--- src/rtl/mips_pkg.sv ---
// Shared datapath types: pipeline beat layout, skid-buffer states, select-width helper.
// Module-local beat structs reuse this layout at their own WIDTH/SEL_W.
package mips_pkg;

  function automatic int sel_width(input int n);
    return (n > 1) ? $clog2(n) : 1;
  endfunction

  localparam int DEF_WIDTH      = 32;
  localparam int DEF_NUM_INPUTS = 4;
  localparam int DEF_SEL_W      = sel_width(DEF_NUM_INPUTS);

  typedef struct packed {
    logic [DEF_WIDTH-1:0] data;
    logic [DEF_SEL_W-1:0] sel;
    logic                 err;
  } beat_t;

  typedef enum logic [1:0] {
    EMPTY = 2'd0,
    ONE   = 2'd1,
    FULL  = 2'd2
  } state_t;

endpackage

--- src/rtl/mux_nx1_comb.sv ---
// Combinational N:1 word selector; zero latency, no state, no flow control.
// Selects at or above NUM_INPUTS yield all-zero data with bad=1.
module mux_nx1_comb
  import mips_pkg::*;
#(
  parameter  int WIDTH      = 32,
  parameter  int NUM_INPUTS = 4,
  localparam int SEL_W      = sel_width(NUM_INPUTS)
) (
  input  logic [NUM_INPUTS*WIDTH-1:0] in_data,
  input  logic [SEL_W-1:0]            sel,
  output logic [WIDTH-1:0]            data,
  output logic                        bad
);

  always_comb begin
    data = '0;
    bad  = 1'b1;
    for (int k = 0; k < NUM_INPUTS; k++) begin
      if (sel == SEL_W'(k)) begin
        data = in_data[k*WIDTH +: WIDTH];
        bad  = 1'b0;
      end
    end
  end

endmodule

--- src/rtl/mux_select_pipe.sv ---
// Registered N:1 selector with valid/ready and a 2-entry skid buffer; 1-cycle latency.
// in_ready depends only on state (low in FULL), so out_ready never reaches in_ready combinationally.
module mux_select_pipe
  import mips_pkg::*;
#(
  parameter  int WIDTH      = 32,
  parameter  int NUM_INPUTS = 4,
  parameter  int ERR_CNT_W  = 8,
  localparam int SEL_W      = sel_width(NUM_INPUTS)
) (
  input  logic                        clk,
  input  logic                        reset_n,
  input  logic [NUM_INPUTS*WIDTH-1:0] in_data,
  input  logic [SEL_W-1:0]            in_sel,
  input  logic                        in_valid,
  output logic                        in_ready,
  output logic [WIDTH-1:0]            out_data,
  output logic [SEL_W-1:0]            out_sel,
  output logic                        out_err,
  output logic                        out_valid,
  input  logic                        out_ready,
  output logic [ERR_CNT_W-1:0]        err_count,
  input  logic                        err_clear
);

  typedef struct packed {
    logic [WIDTH-1:0] data;
    logic [SEL_W-1:0] sel;
    logic             err;
  } pipe_beat_t;

  state_t     state, state_nxt;
  pipe_beat_t main_q, skid_q, cap;
  logic [WIDTH-1:0] mux_data;
  logic       mux_bad;
  logic       accept, xfer;
  logic       load_main_in, load_main_skid, load_skid;

  mux_nx1_comb #(
    .WIDTH      (WIDTH),
    .NUM_INPUTS (NUM_INPUTS)
  ) u_mux (
    .in_data (in_data),
    .sel     (in_sel),
    .data    (mux_data),
    .bad     (mux_bad)
  );

  assign cap       = '{data: mux_data, sel: in_sel, err: mux_bad};
  assign in_ready  = (state != FULL);
  assign out_valid = (state != EMPTY);
  assign accept    = in_valid && in_ready;
  assign xfer      = out_valid && out_ready;

  assign out_data  = main_q.data;
  assign out_sel   = main_q.sel;
  assign out_err   = main_q.err;

  always_comb begin
    state_nxt      = state;
    load_main_in   = 1'b0;
    load_main_skid = 1'b0;
    load_skid      = 1'b0;
    unique case (state)
      EMPTY: begin
        if (accept) begin
          load_main_in = 1'b1;
          state_nxt    = ONE;
        end
      end
      ONE: begin
        if (accept && xfer) begin
          load_main_in = 1'b1;
        end else if (accept) begin
          load_skid = 1'b1;
          state_nxt = FULL;
        end else if (xfer) begin
          state_nxt = EMPTY;
        end
      end
      FULL: begin
        if (xfer) begin
          load_main_skid = 1'b1;
          state_nxt      = ONE;
        end
      end
      default: state_nxt = EMPTY;
    endcase
  end

  always_ff @(posedge clk) begin
    if (!reset_n) begin
      state     <= EMPTY;
      main_q    <= '0;
      skid_q    <= '0;
      err_count <= '0;
    end else begin
      state <= state_nxt;
      if (load_main_in) begin
        main_q <= cap;
      end else if (load_main_skid) begin
        main_q <= skid_q;
      end
      if (load_skid) begin
        skid_q <= cap;
      end
      // Clear takes priority over a same-cycle bad-beat increment.
      if (err_clear) begin
        err_count <= '0;
      end else if (accept && cap.err && (err_count != '1)) begin
        err_count <= err_count + ERR_CNT_W'(1);
      end
    end
  end

endmodule

--- config.mk ---
export PLATFORM = sky130hd
export DESIGN_NAME = mux_select_pipe
export DESIGN_NICKNAME = d
export VERILOG_FILES = /design/src/rtl/mips_pkg.sv /design/src/rtl/mux_nx1_comb.sv /design/src/rtl/mux_select_pipe.sv
export SDC_FILE = /design/constraint.sdc
export NUM_CORES = 1
export LEC_CHECK = 0
export ABC_AREA = 0
export CAP_MARGIN = 20
export CORE_ASPECT_RATIO = 0.75
export CORE_UTILIZATION = 40
export DETAILED_ROUTE_END_ITERATION = 16
export PLACE_DENSITY = 0.79
export SETUP_SLACK_MARGIN = 0.5
export SYNTH_ARGS = -nofsm -noshare
export SYNTH_HDL_FRONTEND = slang
export SYNTH_SLANG_ARGS = --single-unit
export TNS_END_PERCENT = 50
--- constraint.sdc ---
create_clock -name clk -period 2.35 [get_ports clk]
set_clock_uncertainty 0.05 [all_clocks]
set_input_delay 0.705 -clock clk [delete_from_list [all_inputs] [get_ports clk]]
set_output_delay 0.705 -clock clk [all_outputs]
set_load 0.02 [all_outputs]
# Word level (Yosys, flattened, before mapping)
# Index checks and enable logic that the tools add are counted.
[totals]
in_bits = 135
ff_bits = 80
elab_cells = 55
out_inout_bits = 45
[op_classes]
n_addsub = 1
reduce_logical = 11
n_eq_ne = 11
bitwise = 1
n_mux = 23
[ops]
columns = ["op", "n"]
rows = [
  ["$mux 32", 4],
  ["$mux 35", 2],
  ["$mux 1", 10],
  ["$mux 2", 5],
  ["$add 8x1->8 const B", 1],
  ["$ne 2x2->1 const B", 4],
  ["$ne 8x8->1 const B", 1],
  ["$eq 2x2->1 const B", 3],
  ["$pmux 2 s3", 1],
  ["$logic_and 1x1->1", 5],
  ["$eq 2x1->1 const B", 2],
  ["$logic_not 2->1", 2],
  ["$reduce_and 4->1", 1],
  ["$reduce_bool 2->1", 2],
  ["$ne 3x3->1 const B", 1],
  ["$pmux 1 s2", 1],
  ["$reduce_or 2->1", 1],
  ["$not 1->1", 1],
]

# Depth between registers and ports, before layout
[logic_depth]
ltp_word = 7
ltp_mapped = 5
mapped_depth_nobuf = 3

# Cells and area by module
# A second synthesis with hierarchy kept.
[hier_totals]
hier_cells = 453
area_unflattened_um2 = 4075.2
[by_module_without_submodules]
columns = ["module", "cells_each", "n_inst", "area_per_inst_um2", "seq_area_each_um2"]
rows = [
  ["mux_select_pipe", 412, 1, 3249.4, 1601.5],
  ["mux_nx1_comb", 41, 1, 825.8, 0.0],
]

# Least setup slack after synthesis
# Ideal clock, no wire load.
[synth_timing]
path_type = "input to register"
startpoint = "input in_sel[1]"
endpoint = "register main_q (netlist bit out_data[10])"
required_ns = 2.178
path_slack_ns = 0.197
cell_stages = 5
arrival_ns = 1.981
cell_sequence = "clkbuf_2 > buf_1 > mux4_2 > and4_1 > a221o_1"
[synth_via]
elab_chain_len = 6
elab_cells_between_ends = 9
classes_between = "eq/ne (3); mux (5); reduce/logical (1)"
[synth_lines]
columns = ["item", "line_no", "rtl"]
rows = [
  ["start, declared", "mux_select_pipe.sv:14", "input logic [SEL_W-1:0] in_sel,"],
  ["$logic_not 2->1", "mux_nx1_comb.sv:20", "if (sel == SEL_W'(k)) begin"],
  ["$mux 32 (3 in series)", "mux_nx1_comb.sv:20", ""],
  ["$mux 32 (*)", "mux_nx1_comb.sv:20", ""],
  ["$mux 35 (*)", "mux_select_pipe.sv:99", "if (load_main_in) begin"],
  ["end signal, assigned", "mux_select_pipe.sv:100", "main_q <= cap;"],
  ["end signal, assigned", "mux_select_pipe.sv:102", "main_q <= skid_q;"],
  ["end, declared", "mux_select_pipe.sv:33", "pipe_beat_t main_q, skid_q, cap;"],
]
# Every way passes the cells marked *; elsewhere a longest branch is shown, timed or not.
# A chain may end at the register's enable or synchronous reset.

# Worst setup path after layout
[layout_timing]
startpoint = "register state[1]"
endpoint = "output out_valid"
[layout_via]
elab_chain_len = 1
[layout_lines]
columns = ["item", "line_no", "rtl"]
rows = [
  ["start, declared", "mux_select_pipe.sv:32", "state_t state, state_nxt;"],
  ["start signal, assigned", "mux_select_pipe.sv:98", "state <= state_nxt;"],
  ["$reduce_bool 2->1", "mux_select_pipe.sv:51", "assign out_valid = (state != EMPTY);"],
  ["end, declared", "mux_select_pipe.sv:20", "output logic out_valid,"],
]
# No other way between the ends.

==> impl_metrics.py <==
metrics = {
    "run_status": {
        "status": "finished clean",
    },
    "timing": {
        "rsz0062_at_grt": "true",
        "fmax_ghz": 0.488,
        "worst_slew_pin_slew_ns": 0.420,
        "hold_violations": 0,
        "period_minus_slack_ns": 2.05,
        "min_period_over_period": 0.872,
        "slew-limit-headroom": 0.719,
        "holdWs_ns": 0.405,
        "maxSlewViolCount": 0,
        "finalSetupViolCount": 0,
    },
    "synth": {
        "netlist_area_sq_um": 3710,
        "synth_flop_cell": "dfxtp_1",
        "yosysWarnings": 0,
        "async_flop_share": 0,
        "synthCells": 288,
        "synth_edf_count": 0,
        "yosys_register_bits": 80,
        "postSynthAreaPerCell_sq_um": 12.9,
        "ys_types": 34,
        "ys_seq_area_frac": 0.432,
        "synth_nets": 423,
    },
    "drt": {
        "detail-route-antenna-nets": 0,
        "viasPerCell": 5.83,
        "drc": 0,
        "routedWlPerCell_um": 20.6,
        "routed-via-count": 3525,
        "first_pass_iters": 4,
        "drt-total-wl_mm": 12.4,
        "drt-initial-drc-count": 160,
    },
    "die": {
        "core_area_sq_um": 9010,
        "io_pins": 180,
        "die_y_um": 85.4,
        "die-width_um": 113,
        "initial_core_util": 0.412,
        "fp-row-count": 30,
        "die_area_sq_um": 9660,
    },
    "global_route": {
        "antenna_found_initial": 0,
        "grt_pass1_vias": 3626,
        "grt_use_total": 0.249,
        "grt_max_degree": 35,
        "grt.overflow.total": 0,
        "grt_pass1_wl_mm": 18.6,
    },
    "critical_path": {
        "cp_slowest_cell": "dfxtp_2",
        "critPathRequiredTime_ns": 1.59,
        "rr_startpoint": "state[1]",
        "path_class": "reg2out",
        "cp-end-kind": "output pin",
        "startpoint": "state[1]",
        "cp_max_fo": 9,
        "arrival_ns": 1.30,
        "crit_chain": "or2_2 > clkdlybuf4s15_1",
        "setup.worst_path.start_class": "flop",
        "slowest_delay_ns": 0.36,
    },
    "clock_tree": {
        "insertion_delay_ns": 0.34,
        "htreeDepth": 3,
        "cts_buffers": 9,
        "path_clk_slew_ns": 0.07,
        "cts.path.max_buffers": 2,
        "cts-root-buf": "clkbuf_16",
        "cts_tree": "done",
        "cts_sinks": 80,
    },
    "layout": {
        "final_nets": 623,
        "fillers": 647,
        "area_delta_synth_final_pct": 71.3,
        "final_common_cell": "clkdlybuf4s50_1",
        "stdcell_area_sq_um": 6350,
        "final_cell_mix": "clkdlybuf4s50_1 (92), dfxtp_1 (78), dlygate4sd2_1 (46)",
        "drive_gt1_frac": 0.233,
        "insertedDiodeCount": 0,
    },
    "power_and_ir_drop": {
        "switching_share": 0.263,
        "ir_drop_uv": 334,
        "p_clk_frac": 0.373,
        "sequentialPowerShare": 0.404,
        "internal-power_uw": 2670,
        "pwr-share-comb": 0.222,
        "power_leakage_uw": 0.00296,
        "finalPower_uw": 3630,
        "powerDensity_nw_per_um2": 571,
        "switchingPower_uw": 953,
    },
    "placement": {
        "place_congestion": 0.796,
        "dpl_cell_area_sq_um": 5780,
        "hpwl_mm": 8.06,
        "portBuffers": 179,
    },
    "min_path": {
        "hold_start": "err_count[4]",
        "hold_path_class": "reg2reg",
    },
    "run": {
        "maxCapViolCount": 0,
    },
}
synth_stat cells (2+ instances only):
| master | n | share of area |
|---|---|---|
| a21oi_1 | 7 | 0.0094 |
| a221o_1 | 31 | 0.084 |
| a22o_1 | 25 | 0.059 |
| a22o_2 | 7 | 0.019 |
| a32oi_1 | 2 | 0.0047 |
| and2_1 | 9 | 0.015 |
| and4_1 | 28 | 0.066 |
| and4_4 | 3 | 0.0091 |
| buf_1 | 2 | 0.0020 |
| buf_12 | 2 | 0.011 |
| buf_2 | 8 | 0.011 |
| buf_6 | 2 | 0.0061 |
| clkbuf_1 | 16 | 0.016 |
| dfxtp_1 | 80 | 0.43 |
| mux4_1 | 5 | 0.035 |
| mux4_2 | 27 | 0.16 |
| nand2_1 | 5 | 0.0051 |
| nand2b_1 | 3 | 0.0051 |
| nor2_1 | 4 | 0.0040 |
| nor2b_1 | 2 | 0.0034 |
| nor3_1 | 2 | 0.0027 |
| o211ai_1 | 3 | 0.0061 |
| o21a_1 | 2 | 0.0040 |
| o21ai_0 | 3 | 0.0040 |
power by group through the flow:
stage | sequential, uW | combinational (uW) | clock, uW
after floorplan | 1550 | 287 | 0
after global placement | 1490 | 757 | 0
after detailed placement | 1500 | 774 | 0
after CTS | 1470 | 787 | 1370
after global routing | 1470 | 846 | 1420
final | 1470 | 806 | 1350
worst paths after layout:
check | to | slack [ns] | cells past startpoint
worst min register to register | err_count[4] | 0.40 | 1
worst max-delay path | out_valid | 0.30 | 2
worst min-delay path | err_count[4] | 0.40 | 1
worst max register to register | out_data[7] | 0.76 | 5
timing repair:
action	CTS	global route
gates cloned	3	1
pin swaps	5	4
endpoints found under the setup margin	120	40
gates resized for setup	63	45
hold buffers	0	0
setup buffers	8	4
registers in the layout, summed over array words and instances, names as in the netlist:
register / count
err_count: 8
state: 2
skid_q: 35
out_err: 1
out_sel: 2
out_data: 32
routing by layer:
layer	vias up	share of wire	track usage
li1	1607	-	-
met1	1725	0.41	0.298
met2	171	0.50	0.432
met3	22	0.075	0.0721
met4	0	0.023	0.0825
met5	-	0	0
through the flow:
step	setup TNS (ns)	instances	util	worst slack, ns
finish	0	605	0.705	0.300
floorplan	0	288	-	0.296
detailed placement	-1.54	573	0.641	-0.0589
CTS	0	600	0.689	0.262
global route	0	605	0.705	0.257
global placement	-0.00415	573	0.641	-0.00415
cell type report:
class,instances,area [sq um],area share
multi-input combinational,176,1940,0.306
tap,112,140,0.0221
timing repair buffer,220,2370,0.373
inverter,1,8.76,0.00138
clock inverter,6,50.0,0.00788
sequential,80,1600,0.252
clock buffer,10,239,0.0376
logic make-up after synthesis:
kind of cell | after synthesis | synth area share
compound gates | 82 | 0.195
buf+inv | 32 | 0.0482
flops | 80 | 0.432
mux | 32 | 0.199
simple gates | 62 | 0.125
worst max-delay path: cells and delay by family, from the launching register on:
kind,cells,cell delay [ns]
DFF,1,0.36
and+or+nand+nor,1,0.31
buffers and inverters,1,0.29
(Power assumes the default switching activity.)
